**config.mk**
```make
export PLATFORM = sky130hd
export DESIGN_NAME = hazard_unit
export DESIGN_NICKNAME = d
export VERILOG_FILES = /design/src/rtl/hazard_pkg.sv /design/src/rtl/hazard_src_chk.sv /design/src/rtl/hazard_unit.sv
export SDC_FILE = /design/constraint.sdc
export NUM_CORES = 1
export LEC_CHECK = 0
export CORE_MARGIN = 2
export CORE_UTILIZATION = 40
export DETAILED_ROUTE_END_ITERATION = 7
export MAX_ROUTING_LAYER = met4
export PLACE_DENSITY = 0.94
export REMOVE_ABC_BUFFERS = 1
export SKIP_LAST_GASP = 1
export SLEW_MARGIN = 5
export SYNTH_ARGS = -nofsm -noshare
export SYNTH_HDL_FRONTEND = slang
export SYNTH_SLANG_ARGS = --single-unit
```
**constraint.sdc**
```tcl
create_clock -name clk -period 5.19 [get_ports clk]
set_input_delay 0.7785 -clock clk [delete_from_list [all_inputs] [get_ports clk]]
set_output_delay 0.7785 -clock clk [all_outputs]
set_load 0.01 [all_outputs]
```
**src/rtl/hazard_pkg.sv**
```systemverilog
// Shared constants for the pipeline hazard controller: forwarding select codes
// and default field widths / md-unit latencies.
package hazard_pkg;

  // Forwarding select codes shared by all operand muxes.
  localparam logic [1:0] FWD_NONE = 2'd0;
  localparam logic [1:0] FWD_E    = 2'd1;
  localparam logic [1:0] FWD_M    = 2'd2;
  localparam logic [1:0] FWD_W    = 2'd3;

  // Default Tuse/Tnew field width.
  localparam int unsigned TW_DEF = 2;

  // Default md-unit occupancy after the instruction leaves E.
  localparam int unsigned MULT_LAT_DEF = 5;
  localparam int unsigned DIV_LAT_DEF  = 10;

endpackage

```
**src/rtl/hazard_src_chk.sv**
```systemverilog
// Per-operand RAW checker for one D-stage source: finds the youngest matching
// producer among E and M, decides whether D must stall, and picks the D forward.
module hazard_src_chk
  import hazard_pkg::*;
#(
  parameter int unsigned REG_AW = 5,
  parameter int unsigned TW     = TW_DEF
) (
  input  logic [REG_AW-1:0] src,
  input  logic [TW-1:0]     tuse,
  input  logic [REG_AW-1:0] e_wdst,
  input  logic              e_we,
  input  logic [TW-1:0]     e_tnew,
  input  logic [REG_AW-1:0] m_wdst,
  input  logic              m_we,
  input  logic [TW-1:0]     m_tnew,
  output logic              stall,
  output logic [1:0]        fwd_sel
);

  logic e_match;
  logic m_match;

  // Register 0 is hardwired and never produces a hazard.
  assign e_match = (src != '0) && e_we && (src == e_wdst);
  assign m_match = (src != '0) && m_we && (src == m_wdst);

  // Youngest matching producer decides both stall and forward; older ones are ignored.
  always_comb begin
    stall   = 1'b0;
    fwd_sel = FWD_NONE;
    if (e_match) begin
      stall = (tuse < e_tnew);
      if (e_tnew == '0) fwd_sel = FWD_E;
    end else if (m_match) begin
      stall = (tuse < m_tnew);
      if (m_tnew == '0) fwd_sel = FWD_M;
    end
  end

endmodule

```
**src/rtl/hazard_unit.sv**
```systemverilog
// Stall/forward controller for the 5-stage pipeline with a mult/div busy tracker.
// Optional feature: define HAZ_PERF_CNT_EN to add the saturating stall_cnt output.
module hazard_unit
  import hazard_pkg::*;
#(
  parameter int unsigned REG_AW   = 5,
  parameter int unsigned TW       = TW_DEF,
  parameter int unsigned MULT_LAT = MULT_LAT_DEF,
  parameter int unsigned DIV_LAT  = DIV_LAT_DEF
) (
  input  logic              clk,
  input  logic              reset_n,
  input  logic [REG_AW-1:0] D_rs,
  input  logic [REG_AW-1:0] D_rt,
  input  logic [TW-1:0]     D_tuse_rs,
  input  logic [TW-1:0]     D_tuse_rt,
  input  logic              D_md,
  input  logic [REG_AW-1:0] E_rs,
  input  logic [REG_AW-1:0] E_rt,
  input  logic [REG_AW-1:0] E_wdst,
  input  logic              E_we,
  input  logic [TW-1:0]     E_tnew,
  input  logic              E_md_start,
  input  logic              E_md_div,
  input  logic [REG_AW-1:0] M_rt,
  input  logic [REG_AW-1:0] M_wdst,
  input  logic              M_we,
  input  logic [TW-1:0]     M_tnew,
  input  logic [REG_AW-1:0] W_wdst,
  input  logic              W_we,
  output logic              stall,
  output logic              md_busy,
  output logic [1:0]        fwd_D_rs,
  output logic [1:0]        fwd_D_rt,
  output logic [1:0]        fwd_E_rs,
  output logic [1:0]        fwd_E_rt,
`ifdef HAZ_PERF_CNT_EN
  output logic [31:0]       stall_cnt,
`endif
  output logic              fwd_M_rt
);

  localparam int unsigned CW = $clog2(DIV_LAT + 1);

  logic          rs_stall;
  logic          rt_stall;
  logic          md_stall;
  logic [CW-1:0] cnt_q;

  hazard_src_chk #(
    .REG_AW (REG_AW),
    .TW     (TW)
  ) u_chk_rs (
    .src     (D_rs),
    .tuse    (D_tuse_rs),
    .e_wdst  (E_wdst),
    .e_we    (E_we),
    .e_tnew  (E_tnew),
    .m_wdst  (M_wdst),
    .m_we    (M_we),
    .m_tnew  (M_tnew),
    .stall   (rs_stall),
    .fwd_sel (fwd_D_rs)
  );

  hazard_src_chk #(
    .REG_AW (REG_AW),
    .TW     (TW)
  ) u_chk_rt (
    .src     (D_rt),
    .tuse    (D_tuse_rt),
    .e_wdst  (E_wdst),
    .e_we    (E_we),
    .e_tnew  (E_tnew),
    .m_wdst  (M_wdst),
    .m_we    (M_we),
    .m_tnew  (M_tnew),
    .stall   (rt_stall),
    .fwd_sel (fwd_D_rt)
  );

  // E operands forward from M (when ready) or W; E itself is never a source here.
  always_comb begin
    fwd_E_rs = FWD_NONE;
    fwd_E_rt = FWD_NONE;
    if ((E_rs != '0) && M_we && (E_rs == M_wdst)) begin
      if (M_tnew == '0) fwd_E_rs = FWD_M;
    end else if ((E_rs != '0) && W_we && (E_rs == W_wdst)) begin
      fwd_E_rs = FWD_W;
    end
    if ((E_rt != '0) && M_we && (E_rt == M_wdst)) begin
      if (M_tnew == '0) fwd_E_rt = FWD_M;
    end else if ((E_rt != '0) && W_we && (E_rt == W_wdst)) begin
      fwd_E_rt = FWD_W;
    end
  end

  assign fwd_M_rt = (M_rt != '0) && W_we && (M_rt == W_wdst);

  assign md_stall = D_md && (md_busy || E_md_start);
  assign stall    = rs_stall | rt_stall | md_stall;
  assign md_busy  = (cnt_q != '0);

  // md occupancy counter; the instruction already in E always advances (stall
  // only bubbles what enters E), so its start is never suppressed. Last start wins.
  always_ff @(posedge clk or negedge reset_n) begin
    if (!reset_n) begin
      cnt_q <= '0;
    end else if (E_md_start) begin
      cnt_q <= E_md_div ? CW'(DIV_LAT) : CW'(MULT_LAT);
    end else if (cnt_q != '0) begin
      cnt_q <= cnt_q - 1'b1;
    end
  end

`ifdef HAZ_PERF_CNT_EN
  logic [31:0] stall_cnt_q;

  // Saturating count of stalled cycles.
  always_ff @(posedge clk or negedge reset_n) begin
    if (!reset_n) begin
      stall_cnt_q <= '0;
    end else if (stall && (stall_cnt_q != 32'hFFFF_FFFF)) begin
      stall_cnt_q <= stall_cnt_q + 32'd1;
    end
  end

  assign stall_cnt = stall_cnt_q;
`endif

endmodule

```
# Yosys cells after proc, flatten, opt, wreduce, memory -nomap -nowiden
# Index checks and enable logic that the tools add are counted.
[op_classes]
addsub = 1
eq_ne = 9
mux = 17
magnitude_cmp = 4
bitwise = 2
n_reduce_logical = 29
[op_table]
columns = ["operator", "count"]
rows = [
  ["$eq 5x5->1", 9],
  ["$reduce_bool 5->1", 5],
  ["$logic_and 1x1->1", 19],
  ["$mux 2", 9],
  ["$mux 4", 3],
  ["$lt 2x2->1", 4],
  ["$mux 1", 5],
  ["$logic_not 2->1", 2],
  ["$reduce_bool 4->1", 1],
  ["$sub 4x1->4 const B", 1],
  ["$or 1x1->1", 2],
  ["$reduce_bool 2->1", 1],
  ["$logic_or 1x1->1", 1],
]
[word_totals]
out_inout_bits = 11
regBits = 4
word_cells = 63

# Longest topological paths before layout
# Gate-level depths: netlist of the first run.
[depth]
depth_word = 7
ltp_mapped = 6
mapped_depth_nobuf = 6

# Modules after synthesis
# From an unflattened synthesis of the first run, not the netlist that was laid out.
[unflattened]
cells_unflattened = 134
hier_area_um2 = 1093.5
[modules_own_cells]
columns = ["mod", "n_inst", "cells_per_inst", "area_per_inst_um2"]
rows = [
  ["hazard_unit", 1, 76, 623.1],
  ["hazard_src_chk", 2, 29, 235.2],
]

# Worst setup path before layout of the first run
# OpenSTA, ideal clock, no wires.
[synth_path]
path_kind = "input to output"
startpoint = "input port D_rs[1]"
endpoint = "output port stall"
path_stages = 5
arrival_ns = 2.184
path_slack_ns = 2.228
path_cell_list = "or4_4 o211ai_2 nor2_2 a211o_1 or3_1"
[synth_via]
elab_chain_len = 7
word_cells_on_any_way = 11
cone_classes = "eq/ne: 2; mux: 2; bitwise: 2; reduce/logical: 5"
[synth_rtl]
columns = ["item", "line_no", "rtl"]
rows = [
  ["from (decl)", "hazard_unit.sv:13", "input logic [REG_AW-1:0] D_rs,"],
  ["$reduce_bool 5->1", "hazard_src_chk.sv:25, hazard_src_chk.sv:26", ""],
  ["$logic_and 1x1->1 (2 in a row)", "hazard_src_chk.sv:26", "assign m_match = (src != '0) && m_we && (src == m_wdst);"],
  ["$mux 1", "hazard_src_chk.sv:35", "end else if (m_match) begin"],
  ["$mux 1 (*)", "hazard_src_chk.sv:32", "if (e_match) begin"],
  ["$or 1x1->1 (*) (2 in a row)", "hazard_unit.sv:101", "assign stall = rs_stall | rt_stall | md_stall;"],
  ["to (decl)", "hazard_unit.sv:31", "output logic stall,"],
]
# Mark *: on every way between the ends. The rest lies on a longest branch, timed or not.

# Final worst setup path of the first run
[layout_path]
startpoint = "input port D_rt[0]"
endpoint = "output port stall"
[layout_via]
elab_chain_len = 7
word_cells_on_any_way = 11
cone_classes = "eq/ne: 2; mux: 2; bitwise: 2; reduce/logical: 5"
[layout_rtl]
columns = ["item", "line_no", "rtl"]
rows = [
  ["from (decl)", "hazard_unit.sv:14", "input logic [REG_AW-1:0] D_rt,"],
  ["$reduce_bool 5->1", "hazard_src_chk.sv:25, hazard_src_chk.sv:26", ""],
  ["$logic_and 1x1->1 (2 in a row)", "hazard_src_chk.sv:26", ""],
  ["$mux 1", "hazard_src_chk.sv:35", ""],
  ["$mux 1 (*)", "hazard_src_chk.sv:32", ""],
  ["$or 1x1->1 (*) (2 in a row)", "hazard_unit.sv:101", ""],
]
# Marked as above.

==> results_dict.tcl, run 1 <==
set metrics [dict create \
    fin_worst_skew_ps 2.95 \
    drt_pass1_iterations 4 \
    ys_ff_latch 4 \
    die_width_um 55.1 \
    cts.sinks 4 \
    status "complete, no violations" \
    die_h_um 55.1 \
    ys_seq_area_share_pct 9.59 \
    grt_max_degree 7 \
    route.detailed.drc 0 \
    post-cts-setup-buffer-count 0 \
    hold_viol 0 \
    cts_root_buf "clkbuf_4" \
    placed_cell_area_um2 1740 \
    r2r-start "cnt_q[0]" \
    final_core_util_pct 71.1 \
    largestRegisters "cnt_q x4" \
    fmax_ghz 0.250 \
    cts_tree "yes" \
    fin_crit_sh_pct 77.0 \
    critPathCaptureType "output port" \
    place_congestion 0.923 \
    grt_first_pass_wirelength_um 5290 \
    min_from "cnt_q[0]" \
    cts_resized 0 \
    numCtsBuffers 3 \
    vias_per_cell 5.59 \
    grt_use_total_pct 24.7 \
    netlist_area_um2 1040 \
    worst_pin_slew_ps 388 \
    synthArstFlopShare_pct 100 \
    antenna_found_initial 0 \
    synthToLayoutAreaGrowth_pct 68.7 \
    setup_viol 0 \
    grt_overflow 0 \
    ff2ff_path_depth 6 \
    start_util_pct 42.1 \
    path_max_fanout 3 \
    cp-start-kind "primary input" \
    cap_violations 0 \
    synth-main-ff-cell "dfrtp_1" \
    syn_area_per_cell_um2 7.67 \
    ir_drop_v 0.000103 \
    grt_setup_unrepaired "no" \
    clk_pin_slew_worst_paths_ps 40 \
    layout_commonest_cell "clkdlybuf4s50_1" \
    die_area_um2 3030 \
    synthCells 136 \
    grt_pass1_vias 1280 \
    wl_um 3410 \
    reg2reg_to "cnt_q[1]" \
    p_leak_uw 0.000655 \
    synth-edff-count 0 \
    core_um2 2480 \
    final-max-slew-violation-count 0 \
    drive_gt1_share_pct 4.41 \
    drtIter0Drc 36 \
    fin_crit_ps 3990 \
    final_cell_mix "clkdlybuf4s50_1, xnor2_1, xor2_1" \
    regMostFlops "cnt_q" \
    largest_reg_flops 4 \
    clock_latency_ps 230 \
    critPathRequiredTime_ps 4410 \
    finalSetupTns_ps 0 \
    dp_hpwl_um 3080 \
    min_to "cnt_q[0]" \
    ant_nets 0 \
    worstHoldPathType "reg2reg" \
    hold_slack_ps 607 \
    min_path_cells 2 \
    ys_warn_count 0 \
    layout.nets 268 \
    ios 67 \
    yosysUniqueCellTypes 29 \
    htreeDepth 1 \
    cts_max_path_buffers 2 \
    cp_data_arrival_time_ps 3220 \
    wl_per_cell_um 14.6 \
    setup.worst_path.start "D_rt[0]" \
    slew_headroom_pct 73.9 \
    rrSetupSlack_ps 3930 \
    crit_type "in2out" \
    diodes 0 \
    rows 18 \
    portBuffers 66 \
    hold_buffers 0 \
    finish.instance_area_um2 1760 \
    p_per_area_nw_per_um2 124 \
    vias 1308 \
]
-- layer usage --
| layer | track usage, % | vias to the layer above | share of wire [%] |
|---|---|---|---|
| li1 | - | 621 | - |
| met3 | 1.88 | 14 | 9.0 |
| met5 | - | - | 0 |
| met4 | 9.76 | 0 | 2.1 |
| met1 | 28.5 | 591 | 38 |
| met2 | 44.2 | 82 | 51 |
-- final cells by class --
type,instances,area [µm²]
flip-flops and latches,4,100
fillers,188,717
repair buffers,66,661
well taps,30,37.5
multi-input cells,127,925
inverters,4,15.0
clock buffers,3,22.5
-- worst max-delay path: stages --
cell and delay, ps:
clkdlybuf4s50_1 490, or4_1 580, nor2_1 170, nor4b_1 80, a211o_1 260, or3_1 370, clkdlybuf4s50_1 490
-- synth_stat cells, types with 3 or more instances --
| cell | instances | area, µm² |
|---|---|---|
| xnor2_1 | 26 | 228 |
| xor2_1 | 20 | 175 |
| nand2_1 | 11 | 41.3 |
| nor3_1 | 9 | 45.0 |
| nor4_1 | 7 | 43.8 |
| a21oi_1 | 6 | 30.0 |
| ha_1 | 6 | 75.1 |
| nor2_1 | 6 | 22.5 |
| nand2b_1 | 5 | 31.3 |
| dfrtp_1 | 4 | 100 |
| inv_1 | 4 | 15.0 |
| nand4_1 | 4 | 25.0 |
| nor4b_1 | 3 | 26.3 |
| o21a_1 | 3 | 22.5 |
| or2_2 | 3 | 18.8 |
-- logic make-up after synthesis --
family | Yosys count | share of synthesized area [%]
and+or+nand+nor | 57 | 30.5
xor gates and xnor gates | 46 | 38.6
AOI/OAI and AO/OA | 18 | 12.3
adders and majority gates | 6 | 7.19
buffers and inverters | 5 | 1.80
DFF | 4 | 9.59
-- how the worst max path moves through the flow --
stage / depth (start not counted) / end
2_1_floorplan: 5 / stall
3_3_place_gp: 7 / stall
3_5_place_dp: 7 / stall
4_1_cts: 7 / stall
5_1_grt: 7 / stall
6_report: 7 / stall
-- where the power goes --
group	switching, µW	internal [µW]	total (µW)
clock	12.7	25.9	38.6
combinational	60.2	79.1	139
sequential	4.41	36.7	41.2
total	77.3	142	219
-- per-stage QoR --
stage                     cells  power [µW]  setup slack (ps)
after CTS                   234         221              1220
after floorplan             135         103              2230
after global routing        234         238              1110
after global placement      231         173              1260
after detailed placement    231         180              1230
final                       234         219              1200
Power figures use the tool's default switching activity.
==> run 2: changes to the inputs <==
--- a/config.mk
+++ b/config.mk
@@ -6,10 +6,10 @@
 export NUM_CORES = 1
 export LEC_CHECK = 0
 export CORE_MARGIN = 2
-export CORE_UTILIZATION = 40
+export CORE_UTILIZATION = 33
 export DETAILED_ROUTE_END_ITERATION = 7
 export MAX_ROUTING_LAYER = met4
-export PLACE_DENSITY = 0.94
+export PLACE_DENSITY = 0.84
 export REMOVE_ABC_BUFFERS = 1
 export SKIP_LAST_GASP = 1
 export SLEW_MARGIN = 5
==> constraint.sdc (replaced) <==
create_clock -name clk -period 3.6 [get_ports clk]
set_input_delay 0.54 -clock clk [delete_from_list [all_inputs] [get_ports clk]]
set_output_delay 0.54 -clock clk [all_outputs]
set_load 0.01 [all_outputs]
==> run 2 against run 1 <==
Compared with the run above:
- via count is 7.1% lower
- sequential share of layout area shrank 0.080 points
- sequential power increased by 44%
- total power up 41%
- worst hold slack got worse by 91 ps
- first-iteration DRC count increased by 31%
- critical path depth unchanged
- flip-flop and latch count unchanged
- final cell count grew 6.4%
- clock skew increased by 1.1 ps
- highest routed layer unchanged
==> results_dict.tcl, run 2 (synthesis gave the netlist of run 1 again) <==
set metrics [dict create \
    status "complete, no violations" \
    worst_pin_slew_ps 443 \
    route.detailed.drc 0 \
    numCtsBuffers 3 \
    layout_commonest_cell "clkdlybuf4s50_1" \
    cts.sinks 4 \
    fmax_ghz 0.290 \
    cp-start-kind "primary input" \
    drtIter0Drc 47 \
    ir_drop_v 0.0000891 \
    clock_latency_ps 230 \
    grt_first_pass_wirelength_um 5020 \
    crit_chain "clkdlybuf4s50_1, or4_4, o211ai_2, nor2_2, a211o_1, or3_1, clkdlybuf4s50_1" \
    hold_viol 0 \
    wl_um 3070 \
    drive_gt1_share_pct 4.88 \
    cp_data_arrival_time_ps 2910 \
    cap_violations 0 \
    critPathRequiredTime_ps 3060 \
    place_congestion 0.812 \
    largest_reg_flops 4 \
    cts_max_path_buffers 2 \
    p_per_area_nw_per_um2 173 \
    largestRegisters "cnt_q x4" \
    ant_nets 0 \
    grt_use_total_pct 18.4 \
    setup_slack_ps 146 \
    regMostFlops "cnt_q" \
    p_leak_uw 0.000660 \
    synthToLayoutAreaGrowth_pct 71.1 \
    vias_per_cell 4.88 \
    grt_overflow 0 \
    slowest_delay_ps 550 \
    cts_root_buf "clkbuf_4" \
    hold_slack_ps 515 \
    worstHoldPathType "in2async" \
    crit_slowest_cell "or4_4" \
    fillers 273 \
    fin_crit_ps 3450 \
    critPathCaptureType "output port" \
    fin_worst_skew_ps 4.05 \
    layout.nets 269 \
    cts_resized 0 \
    grt_setup_unrepaired "no" \
    core_um2 3030 \
    wl_per_cell_um 12.3 \
    cts_tree "yes" \
    finalSetupTns_ps 0 \
    pre_cts_ws_ps 130 \
    hold_buffers 0 \
    ios 67 \
    final-max-slew-violation-count 0 \
    diodes 0 \
    antenna_found_initial 0 \
    fin_crit_sh_pct 95.9 \
    crit_type "in2out" \
    die_h_um 60.2 \
    die_width_um 60.2 \
    slew_headroom_pct 70.2 \
    portBuffers 66 \
    setup_viol 0 \
    crit_top_cell "clkdlybuf4s50_1" \
    clk_pin_slew_worst_paths_ps 40 \
    htreeDepth 1 \
    final_cell_mix "clkdlybuf4s50_1, xnor2_1, xor2_1" \
    path_max_fanout 3 \
    drt_pass1_iterations 4 \
    dp_hpwl_um 2780 \
    die_area_um2 3630 \
    start_util_pct 34.5 \
    post-cts-setup-buffer-count 0 \
    vias 1215 \
    grt_max_degree 7 \
    final_core_util_pct 59.0 \
    grt_pass1_vias 1212 \
    rows 20 \
]
## run 2: cell count changes in the layout (fill, tap and decap cells not counted), sizes merged
cell	delta
buf	+1
## run 2: per-stage QoR
step / instance area (µm²) / instances / power, µW
after CTS: 1790 / 249 / 312
after floorplan: 1040 / 135 / 149
final: 1790 / 249 / 308
after global routing: 1790 / 249 / 339
after detailed placement: 1760 / 246 / 257
after global placement: 1760 / 246 / 251
## run 2: path summary, 6_finish.rpt
check	start	endpoint	slack, ps	cells past startpoint
worst min register to register	cnt_q[2]	cnt_q[2]	610	3
worst min-delay path	reset_n	cnt_q[1]	520	1
worst max-delay path	D_rs[2]	stall	150	7
worst max register to register	cnt_q[0]	cnt_q[1]	2340	6
min in group clk	cnt_q[2]	cnt_q[2]	610	3
max in group asynchronous	reset_n	cnt_q[2]	2910	1
## run 2: where the power goes
part | switching, µW | internal [µW] | leakage [µW] | total [µW]
registers | 6.24 | 53.0 | 0.0000466 | 59.2
clock network | 15.8 | 37.1 | 0.0000138 | 52.9
logic | 81.0 | 115 | 0.000599 | 196
total | 103 | 205 | 0.000660 | 308
## run 2: layout make-up
type	count	area, µm²	share of cell area (%)
multi-input cells	127	925	51.8
repair buffers	67	668	37.4
flip-flops and latches	4	100	5.61
well taps	44	55.1	3.08
clock buffers	3	22.5	1.26
inverters	4	15.0	0.841
## run 2: critical path: cells and delay by family
family          cells  cell delay, ps
buf+inv             2             960
compound gates      2             430
simple gates        3             990
## run 2: routing by layer
metal,global-route usage [%],vias to the layer above,part of all wire [%]
met3,2.60,4,5.9
li1,-,623,-
met2,31.1,46,48
met4,3.49,0,1.0
met1,23.2,542,45
met5,-,-,0
